File: src/rtl/ram_burst_ctrl_pkg.sv
// Shared types and sizing for the RAM burst controller.
// Holds the FSM state enum, default widths and RAM depth.
package ram_burst_ctrl_pkg;

  localparam int ADDR_W_DEF = 6;
  localparam int DATA_W_DEF = 8;
  localparam int RAM_DEPTH  = 1 << ADDR_W_DEF;

  typedef enum logic [1:0] {
    IDLE,
    WRITE,
    RD_ADDR,
    RD_HOLD
  } state_t;

endpackage

File: src/rtl/ram_burst_ctrl.sv
// Burst controller: turns addr/len commands into RAM beats.
// Ports: cmd_* command handshake, wr_* write beats, rd_* read
// beats, mem_* single-port RAM side, busy (not IDLE), err
// (rejected command pulse).
// Option: RAM_BURST_CTRL_BOUNDS_EN rejects bursts that would
// run past the top address instead of wrapping.
module ram_burst_ctrl
  import ram_burst_ctrl_pkg::*;
#(
  parameter int ADDR_W = ADDR_W_DEF,
  parameter int DATA_W = DATA_W_DEF
) (
  input  logic              clk,
  input  logic              rst_n,
  input  logic              cmd_valid,
  output logic              cmd_ready,
  input  logic              cmd_write,
  input  logic [ADDR_W-1:0] cmd_addr,
  input  logic [ADDR_W-1:0] cmd_len,
  input  logic              wr_valid,
  output logic              wr_ready,
  input  logic [DATA_W-1:0] wr_data,
  output logic              rd_valid,
  input  logic              rd_ready,
  output logic [DATA_W-1:0] rd_data,
  output logic              mem_we,
  output logic [ADDR_W-1:0] mem_addr,
  output logic [DATA_W-1:0] mem_wdata,
  input  logic [DATA_W-1:0] mem_rdata,
  output logic              busy,
  output logic              err
);

  state_t            state;
  state_t            state_nxt;
  logic [ADDR_W-1:0] cur_addr;
  logic [ADDR_W-1:0] beats_left;
  logic [DATA_W-1:0] rd_q;
  logic              cmd_fire;
  logic              bad_cmd;
  logic              beat_done;
  logic              last_beat;

  assign cmd_ready = (state == IDLE);
  assign cmd_fire  = cmd_valid & cmd_ready;
  assign wr_ready  = (state == WRITE);
  assign mem_we    = wr_ready & wr_valid;
  assign mem_addr  = cur_addr;
  assign mem_wdata = mem_we ? wr_data : '0;
  assign rd_valid  = (state == RD_HOLD);
  assign rd_data   = rd_q;
  assign busy      = (state != IDLE);
  assign beat_done = mem_we | (rd_valid & rd_ready);
  assign last_beat = (beats_left == '0);

`ifdef RAM_BURST_CTRL_BOUNDS_EN
  logic [ADDR_W:0] span;
  logic            err_q;

  // Carry out of addr+len means the burst passes the top word.
  assign span    = {1'b0, cmd_addr} + {1'b0, cmd_len};
  assign bad_cmd = span[ADDR_W];
  assign err     = err_q;

  always_ff @(posedge clk or negedge rst_n) begin
    if (!rst_n) begin
      err_q <= 1'b0;
    end else begin
      err_q <= cmd_fire & bad_cmd;
    end
  end
`else
  assign bad_cmd = 1'b0;
  assign err     = 1'b0;
`endif

  always_ff @(posedge clk or negedge rst_n) begin
    if (!rst_n) begin
      state <= IDLE;
    end else begin
      state <= state_nxt;
    end
  end

  always_comb begin
    state_nxt = state;
    unique case (state)
      IDLE: begin
        if (cmd_fire && !bad_cmd) begin
          state_nxt = cmd_write ? WRITE : RD_ADDR;
        end
      end
      WRITE: begin
        if (mem_we && last_beat) begin
          state_nxt = IDLE;
        end
      end
      RD_ADDR: begin
        state_nxt = RD_HOLD;
      end
      RD_HOLD: begin
        if (rd_ready) begin
          state_nxt = last_beat ? IDLE : RD_ADDR;
        end
      end
      default: begin
        state_nxt = IDLE;
      end
    endcase
  end

  always_ff @(posedge clk or negedge rst_n) begin
    if (!rst_n) begin
      cur_addr   <= '0;
      beats_left <= '0;
      rd_q       <= '0;
    end else begin
      if (cmd_fire && !bad_cmd) begin
        cur_addr   <= cmd_addr;
        beats_left <= cmd_len;
      end else if (beat_done) begin
        cur_addr <= cur_addr + ADDR_W'(1);
        if (!last_beat) begin
          beats_left <= beats_left - ADDR_W'(1);
        end
      end
      // Address has been stable for the whole RD_ADDR cycle.
      if (state == RD_ADDR) begin
        rd_q <= mem_rdata;
      end
    end
  end

endmodule

File: config.mk
export PLATFORM = sky130hd
export DESIGN_NAME = ram_burst_ctrl
export DESIGN_NICKNAME = d
export VERILOG_FILES = /design/src/rtl/ram_burst_ctrl_pkg.sv /design/src/rtl/ram_burst_ctrl.sv
export SDC_FILE = /design/constraint.sdc
export NUM_CORES = 1
export LEC_CHECK = 0
export ABC_AREA = 1
export CORE_MARGIN = 4
export CORE_UTILIZATION = 41
export DETAILED_ROUTE_END_ITERATION = 6
export HOLD_SLACK_MARGIN = 0.15
export PLACE_DENSITY = 0.8
export SYNTH_ARGS = -nofsm -noshare
export SYNTH_HDL_FRONTEND = slang
export SYNTH_SLANG_ARGS = --single-unit
File: constraint.sdc
create_clock -name clk -period 1.45 [get_ports clk]
set_input_delay 0.29 -clock clk [delete_from_list [all_inputs] [get_ports clk]]
set_output_delay 0.29 -clock clk [all_outputs]
set_load 0.05 [all_outputs]
# Word-level counts from Yosys, hierarchy flattened
# Cells that the tools add are included.
# word_totals
regBits	22
inputBits	34
output_inout_bits	28
word_cells	36
# op_classes
n_addsub	2
n_eq_ne	7
muxes	12
n_bitwise	4
n_reduce_logical	7
# ops
op	count
$mux W6	5
$mux W2	5
$mux W8	1
$pmux W2 S4	1
$add A6 B1 Y6 const B	1
$logic_not A6 Y1	1
$ne A2 B1 Y1 const B	3
$sub A6 B1 Y6 const B	1
$eq A2 B2 Y1 const B	2
$reduce_bool A2 Y1	2
$and A1 B1 Y1	3
$reduce_and A3 Y1	1
$eq A2 B1 Y1 const B	1
$logic_not A2 Y1	1
$ne A2 B2 Y1 const B	1
$reduce_and A2 Y1	1
$logic_and A1 B1 Y1	1
$or A1 B1 Y1	1

# Logic depth before layout (Yosys ltp)
# Gate-level depths: netlist of the first run.
# depth
ltp_word	5
ltp_mapped	9
mapped_depth_nobuf	8

# Least setup slack after synthesis of the first run
# No wires, ideal clock.
# synth_path
path_kind	register -> output
start	reg state[1]
end	out mem_wdata[0]
t_arrival_ns	1.444
required_ns	1.160
path_slack_ns	-0.284
stages_incl_launch_ff	6
path_buffers	2
path_cell_list	dfrtp_1 buf_6 inv_1 nand3_2 buf_6 nor2_1
# synth_via
elab_chain_len	3
# synth_rtl
element	line_no	text
from (decl)	ram_burst_ctrl.sv:34	state_t state;
from (signal assigned)	ram_burst_ctrl.sv:81	state <= state_nxt;
$eq A2 B1 Y1	ram_burst_ctrl.sv:46	assign wr_ready = (state == WRITE);
$and A1 B1 Y1	ram_burst_ctrl.sv:47	assign mem_we = wr_ready & wr_valid;
$mux W8	ram_burst_ctrl.sv:49	assign mem_wdata = mem_we ? wr_data : '0;
to (decl)	ram_burst_ctrl.sv:28	output logic [DATA_W-1:0] mem_wdata,
# No other way between the ends.

# Worst setup path after layout of the first run
# layout_path
start	reg state[1]
end	out mem_wdata[7]
# Same word-level chain as after synthesis.

==> flow_summary.toml, run 1 <==
[setup_path]
worstPathMaxFanout = 5
cp_slowest_stage_delay_ns = 0.44
critPathKind = "reg2out"
worstPathCellList = "inv_2 > nand3_4 > buf_12 > nor2_4 > buf_12"
start_kind = "flop"
arrival_ns = 1.39
endpoint_kind = "primary output"
worst_path_most_repeated_cell = "buf_12"
cp.required_ns = 1.16
slowest_stage = "dfrtp_1"

[cells_and_area]
fin_area_um2 = 2610
areaGrowthSynthToFinish_pct = 90.3
fillers = 156
num-nets-final = 290
diodes = 0
layout-drive-gt1-share = 0.363

[grt]
grt_max_degree = 23
grt_pass1_vias = 1504
track_usage = 0.212
grt_pass1_wl_um = 7020
antenna_found_initial = 0
grt.overflow.total = 0

[clock_network]
cts_buffers = 3
cts_tree = "yes"
ctsRootBufferMaster = "clkbuf_4"
cts.sinks = 22
insertion_delay_ns = 0.31
clkTransAtPathRegs_ns = 0.12
cts_max_path_buffers = 2
cts_max_level = 1
hold_buffers = 0

[synth]
synth_nets = 210
yosysSeqAreaShare = 0.401
synth_compound_area_frac = 0.0829
synth_xor_xnor_area_share = 0.0191
synth.area.mux_share = 0.0656
ys_warn_count = 0
ys_types = 30
synthSimpleGateAreaFrac = 0.296
synth_top_family_by_area = "simple AND/OR/NAND/NOR gates"
ys_seq_elements = 22
syn_avg_cell_area_um2 = 7.94
synth_fa_ha_area_frac = 0.0273
synthesis.area_um2 = 1370
synth_cells = 173

[routing]
routed_via_density = 5.21
num_vias = 1537
dr.pass1.iters = 4
ant_nets = 0
wl_per_cell_um = 17.3
drc = 0
drt_iter0_markers = 63
wl_um = 5090

[timing]
period_share = 1.16
rsz0062_at_grt = "yes"
setup_viol = 27
clock.fmax_mhz = 594
fin_skew_ns = 0.00346
whs_ns = 0.312
hold_viol = 0
worst_slack_ns = -0.235
maxSlewViolCount = 0
layout_min_cycle_time_ns = 1.68

[die]
ios = 62
start_util = 0.439
die_h_um = 65.9
placeableCoreArea_um2 = 3130
die_area_um2 = 4340
num_rows = 20
die_x_um = 65.9

[place]
io_buffers = 60
place_congestion = 0.733
hpwl_um = 2910
dpl_cell_area_um2 = 2340

[outcome]
violations = "negative setup slack"
status = "complete, but fails checks"

[flow_run]
maxCapViolCount = 0

[worst_hold_path]
worstHoldPathType = "in2async"

[pwr]
p_leak_nw = 1.21
power_w = 0.00666
power.density_nw_per_um2 = 2550
peakVddDrop_uv = 1530
[cells in the mapped netlist]
cell type | number | area (um2)
inv_1 | 21 | 78.8
ha_1 | 3 | 37.5
or2_2 | 1 | 6.26
a31oi_1 | 2 | 12.5
o21ai_0 | 4 | 20.0
nand4_1 | 1 | 6.26
nor2_4 | 1 | 11.3
xnor2_1 | 1 | 8.76
buf_4 | 1 | 7.51
nand3_2 | 2 | 20.0
or2_1 | 3 | 18.8
o211ai_1 | 1 | 7.51
buf_8 | 1 | 15.0
o21a_1 | 1 | 7.51
inv_4 | 1 | 6.26
o21ai_1 | 6 | 30.0
mux2_2 | 8 | 90.1
a21oi_1 | 2 | 10.0
nand2_4 | 2 | 22.5
dfrtp_1 | 22 | 551
xor2_1 | 2 | 17.5
nand3_1 | 13 | 65.1
buf_6 | 3 | 33.8
nor2_1 | 19 | 71.3
inv_2 | 1 | 3.75
conb_1 | 1 | 3.75
nand3b_1 | 1 | 7.51
nand2_1 | 44 | 165
nand2_2 | 2 | 12.5
o21ai_2 | 3 | 26.3
[what timing repair did]
action	in CTS	in global routing
pin swaps	2	3
resized for setup	25	20
gates cloned	1	0
setup buffers	6	5
setup endpoints to repair	12	25
[path summary, 6_finish.rpt]
| path | startpoint | depth (start not counted) | slack, ns | to |
|---|---|---|---|---|
| max in group asynchronous | rst_n | 2 | 0.88 | state[0] |
| min reg2reg | beats_left[0] | 3 | 0.57 | beats_left[0] |
| min | rst_n | 2 | 0.31 | rd_data[3] |
| min in group clk | cmd_len[3] | 3 | 0.55 | beats_left[3] |
| max reg2reg | state[1] | 9 | -0.15 | beats_left[4] |
| max | state[1] | 5 | -0.23 | mem_wdata[7] |
[sequential cells by signal, summed over array words and instances (netlist names)]
| register | count |
|---|---|
| rd_data | 8 |
| mem_addr | 6 |
| state | 2 |
| beats_left | 6 |
[metal layers]
metal | up-vias | wire, um | global-route usage
met3 | 20 | 315 | 0.0357
met1 | 730 | 1960 | 0.254
met2 | 79 | 2620 | 0.378
li1 | 708 | - | -
met5 | - | 0 | 0
met4 | 0 | 199 | 0.0777
[logic make-up after synthesis]
group | count (synthesis)
AO/OA/AOI/OAI | 19
other | 1
multiplexers | 8
XOR/XNOR | 3
adder cells (fa/ha/maj) | 3
flip-flops | 22
AND/OR/NAND/NOR | 89
buffers and inverters | 28
[area by class of cell]
type	instances	area [um2]	area share
tap	44	55.1	0.0211
multi-input combinational	123	797	0.305
clock buffer	3	22.5	0.00862
inverter	23	109	0.0416
sequential	22	552	0.211
timing repair buffer	80	1080	0.413
[worst max-delay path: cells and delay by family, from the launching register on]
family / cells / cell delay, ns
buffers and inverters: 3 / 0.41
DFF: 1 / 0.44
and+or+nand+nor: 2 / 0.22
[report_power, final]
| part | total, W | switching [W] | internal, W |
|---|---|---|---|
| combinational | 0.00504 | 0.00271 | 0.00233 |
| sequential | 0.00133 | 0.000404 | 0.000929 |
| clock | 0.000280 | 0.000183 | 0.0000972 |
| total | 0.00666 | 0.00330 | 0.00336 |
[cells in the final DEF (no fill, tap or decap), drive strengths merged]
master / instances
nand3b: 1
nand3: 15
ha: 3
clkbuf: 3
or2: 4
xnor2: 1
o21ai: 13
nor2: 20
clkinv: 1
o21a: 1
a21oi: 2
o211ai: 1
buf: 47
nand4: 1
dlygate4sd2: 1
inv: 22
mux2: 8
a31oi: 2
dfrtp: 22
nand2: 48
conb: 1
clkdlybuf4s50: 32
xor2: 2
[stage by stage]
| step | cells | worst slack, ns | setup TNS [ns] | utilization |
|---|---|---|---|---|
| 3_3_place_gp | 280 | -0.136 | -2.14 | 0.748 |
| 2_1_floorplan | 173 | -0.0658 | -0.545 | - |
| 4_1_cts | 290 | -0.177 | -1.78 | 0.806 |
| 5_1_grt | 295 | -0.267 | -4.48 | 0.836 |
| 6_report | 295 | -0.235 | -3.76 | 0.836 |
| 3_5_place_dp | 280 | -0.178 | -2.83 | 0.748 |
Note: power is estimated with default switching activity, not from simulation.
==> run 2: changes to the inputs <==
- CORE_UTILIZATION: 41 -> 45
- PLACE_DENSITY: 0.8 -> 0.87
- clock period: 1.45 -> 2.05 ns (I/O delays scaled with it)
==> flow_summary.toml, run 2 (synthesis gave the netlist of run 1 again) <==
[setup_path]
worstPathMaxFanout = 5
worstReg2RegStart = "state[1]"
start_kind = "flop"
path_buf_inv = 1
cp.required_ns = 1.64
reg2regPathDepth = 8
arrival_ns = 1.59
critPathCapture = "mem_addr[0]"
endpoint_kind = "primary output"
worstReg2RegEnd = "beats_left[5]"
cp_slowest_stage_delay_ns = 0.84
cp_top_family = "buffers and inverters"
critPathKind = "reg2out"
path_depth = 1
rrSetupSlack_ns = 0.59
startpoint = "mem_addr[0]"
worstPathCellList = "clkdlybuf4s50_1"
slowest_stage = "clkdlybuf4s50_1"

[pwr]
seqPwrFrac = 0.240
power_frac_comb = 0.694
switching_power_w = 0.00189
p_int_w = 0.00170
peakVddDrop_uv = 893
power_frac_clock = 0.066
p_sw_frac = 0.526
power_w = 0.00358
p_leak_nw = 1.03
power.density_nw_per_um2 = 1690

[die]
num_rows = 19
die_area_um2 = 4000
die_h_um = 63.3
start_util = 0.486
placeableCoreArea_um2 = 2830
die_x_um = 63.3
ios = 62

[place]
hpwl_um = 2610
dpl_cell_area_um2 = 2060
place_congestion = 0.766
io_buffers = 60
post-place-ws_ns = 0.0799

[clock_network]
cts_buffers = 3
ctsRootBufferMaster = "clkbuf_4"
post_cts_buffers = 0
hold_buffers = 0
cts_tree = "yes"
cts_resized = 0
cts.sinks = 22
cts_max_path_buffers = 2
cts_max_level = 1
clkTransAtPathRegs_ns = 0.12
insertion_delay_ns = 0.30

[timing]
maxSlewViolCount = 0
setup_viol = 0
slew_headroom = 0.653
period_share = 0.975
worst_pin_slew_ns = 0.520
layout_min_cycle_time_ns = 2.00
worst_slack_ns = 0.0511
clock.fmax_mhz = 500
fin_skew_ns = 0.00520
hold_viol = 0
fin_setup_tns_ns = 0

[routing]
dr.pass1.iters = 5
ant_nets = 0
drt_iter0_markers = 42
wl_per_cell_um = 12.6
num_vias = 1324
drc = 0
routed_via_density = 5.02
wl_um = 3330

[grt]
grt_pass1_vias = 1223
grt.overflow.total = 0
antenna_found_initial = 0
track_usage = 0.168
grt_max_degree = 23
grt_pass1_wl_um = 5460

[cells_and_area]
layout_commonest_cell = "clkdlybuf4s50_1"
layout_common_cells = "clkdlybuf4s50_1, nand2_1, dfrtp_1"
largest_reg_flops = 8
regArea_um2 = 551
num-nets-final = 271
multi_input_area_um2 = 698
fillers = 186
diodes = 0
fin_area_um2 = 2120
areaGrowthSynthToFinish_pct = 54.2
layout-drive-gt1-share = 0.189

[flow_run]
maxCapViolCount = 0

[worst_hold_path]
worstHoldPathType = "in2async"

[outcome]
status = "finished clean"
## run 2: changes by cell type in the layout (fill, tap and decap cells not counted), sizes merged
cell,before,now
dlygate4sd2,1,0
inv,22,23
clkinv,1,0
clkdlybuf4s50,32,45
buf,47,14
clkbuf,3,4
dlymetal6s2s,0,2
## run 2: worst min path at each step
stage / startpoint / to / slack [ns] / cells past startpoint
6_report: rst_n / beats_left[3] / 0.44 / 2
2_1_floorplan: rst_n / beats_left[0] / 0.11 / 0
3_5_place_dp: rd_data[0] / rd_data[0] / 0.49 / 1
4_1_cts: rst_n / beats_left[3] / 0.45 / 2
5_1_grt: rst_n / rd_data[5] / 0.47 / 2
3_3_place_gp: rd_data[6] / rd_data[6] / 0.49 / 1
## run 2: cell type report
| type | count | area share |
|---|---|---|
| repair buffers | 61 | 0.333 |
| multi-input cells | 123 | 0.330 |
| flip-flops and latches | 22 | 0.260 |
| inverters | 23 | 0.0419 |
| well taps | 31 | 0.0183 |
| clock buffers | 4 | 0.0171 |
## run 2: power by group through the flow
stage	sequential, W	clock (W)	combinational [W]
floorplan	0.00130	0	0.00128
global placement	0.000852	0	0.00242
detailed placement	0.000861	0	0.00247
CTS	0.000853	0.000239	0.00248
global route	0.000896	0.000263	0.00268
finish	0.000861	0.000237	0.00249
## run 2: metrics by stage
step	hold slack, ns	cells	utilization
2_1_floorplan	0.114	173	-
3_3_place_gp	0.486	260	0.727
3_5_place_dp	0.492	260	0.727
4_1_cts	0.451	264	0.740
5_1_grt	0.475	264	0.749
6_report	0.440	264	0.749
## run 2: routing by layer
layer / vias up / share of wire / track usage / wire (um)
li1: 664 / - / - / -
met1: 588 / 0.42 / 0.208 / 1410
met4: 0 / 0.016 / 0.0485 / 53
met3: 8 / 0.063 / 0.0178 / 209
met2: 64 / 0.50 / 0.306 / 1660
met5: - / 0 / 0 / 0
==> run 3: changes to the inputs <==
- clock period: 2.05 -> 2.4 ns (I/O delays scaled with it)
==> flow_summary.toml, run 3 (synthesis gave the netlist of run 1 again) <==
[setup_path]
reg2regPathDepth = 8
path_buf_inv = 1
rrSetupSlack_ns = 0.90
arrival_ns = 1.79
cp.required_ns = 1.92
cp_slowest_stage_delay_ns = 0.82
endpoint_kind = "primary output"
worstReg2RegEnd = "beats_left[5]"
start_kind = "flop"
cp_top_family = "buffers and inverters"
worstReg2RegStart = "state[1]"
worstPathMaxFanout = 8
slowest_stage = "clkdlybuf4s50_1"
critPathKind = "reg2out"
worstPathCellList = "nor2_4 > clkdlybuf4s50_1"

[clock_network]
cts_buffers = 3
cts_max_path_buffers = 2
ctsRootBufferMaster = "clkbuf_4"
cts_tree = "yes"
clkTransAtPathRegs_ns = 0.12
insertion_delay_ns = 0.31
cts_max_level = 1
cts.sinks = 22

[routing]
dr.pass1.iters = 4
drt_iter0_markers = 23
drc = 0
ant_nets = 0
wl_um = 3260
num_vias = 1295
wl_per_cell_um = 12.4
routed_via_density = 4.92

[die]
die_x_um = 63.3
die_area_um2 = 4000
die_h_um = 63.3
start_util = 0.486
ios = 62
placeableCoreArea_um2 = 2830
num_rows = 19

[cells_and_area]
layout_common_cells = "clkdlybuf4s50_1, nand2_1, dfrtp_1"
layout_commonest_cell = "clkdlybuf4s50_1"
fillers = 211
layout-drive-gt1-share = 0.147
final_cells = 263
num-nets-final = 271
diodes = 0
largest_reg_flops = 8
areaGrowthSynthToFinish_pct = 51.0
fin_area_um2 = 2070

[grt]
gr-usage-met2 = 0.319
track_usage = 0.173
grt_pass1_wl_um = 5510
grt.overflow.total = 0
grt_max_degree = 23
grt.busiest_layer = "met2"
grt_pass1_vias = 1284
antenna_found_initial = 0
use_met3 = 0.0302
grtUsageMet1 = 0.196

[timing]
fin_skew_ns = 0.00667
clock.fmax_mhz = 441
maxSlewViolCount = 0
worst_pin_slew_ns = 0.519
period_share = 0.945
rsz0062_at_grt = "no"
setup_viol = 0
slew_headroom = 0.653
worst_slack_ns = 0.133
layout_min_cycle_time_ns = 2.27
fin_setup_tns_ns = 0
hold_viol = 0

[outcome]
status = "finished clean"

[pwr]
power.density_nw_per_um2 = 1430
p_leak_nw = 0.998
peakVddDrop_uv = 753

[place]
place_congestion = 0.779
dp_cells = 260
post-place-ws_ns = 0.296
hpwl_um = 2620
io_buffers = 60
dpl_cell_area_um2 = 2050

[flow_run]
maxCapViolCount = 0

[worst_hold_path]
worstHoldPathType = "in2async"
-- run 3: cell count changes in the layout (fill, tap and decap cells not counted), sizes merged --
cell,before,now
buf,14,10
clkbuf,4,3
clkdlybuf4s50,45,49
dlygate4sd2,0,2
dlymetal6s2s,2,0
-- run 3: routing by layer --
metal,share of wire,up-vias,routed length [um]
met5,0,-,0
met4,0.018,0,59
met1,0.44,594,1430
met3,0.052,5,170
met2,0.49,37,1600
li1,-,659,-
-- run 3: cell type report --
class	instances	area, um2	area share
sequential	22	551	0.265
inverter	23	88.8	0.0428
clock buffer	3	22.5	0.0109
multi-input combinational	123	678	0.327
timing repair buffer	61	696	0.335
tap	31	38.8	0.0187
-- run 3: worst reg2reg max path: cells and delay by family, from the launching register on --
family                 cells  cell delay [ns]
buffers and inverters      2             0.18
flip-flops                 1             0.49
AND/OR/NAND/NOR            6             0.73
-- run 3: power breakdown --
group | total, W | switching [W] | internal (W)
combinational | 0.00208 | 0.00131 | 0.000771
clock | 0.000166 | 0.000107 | 0.0000586
sequential | 0.000729 | 0.000169 | 0.000560
-- run 3: metrics by stage --
step / utilization / hold slack [ns] / total power, W
finish: 0.733 / 0.506 / 0.00297
global route: 0.733 / 0.526 / 0.00320
CTS: 0.733 / 0.515 / 0.00300
detailed placement: 0.726 / 0.493 / 0.00284
global placement: 0.726 / 0.485 / 0.00278
floorplan: - / 0.184 / 0.00221
-- run 3: worst max path at each step --
stage | from | to | cells past startpoint
3_3_place_gp | wr_valid | mem_wdata[2] | 4
4_1_cts | state[1] | cmd_ready | 2
3_5_place_dp | wr_valid | mem_wdata[7] | 4
6_report | state[1] | cmd_ready | 2
2_1_floorplan | state[1] | mem_wdata[0] | 5
5_1_grt | state[1] | rd_valid | 3
-- run 3: what timing repair did --
item / in CTS / in global routing
hold buffers: 0 / 0
buffers inserted: 0 / 0
resized for setup: 2 / 0
setup endpoints to repair: 2 / 0
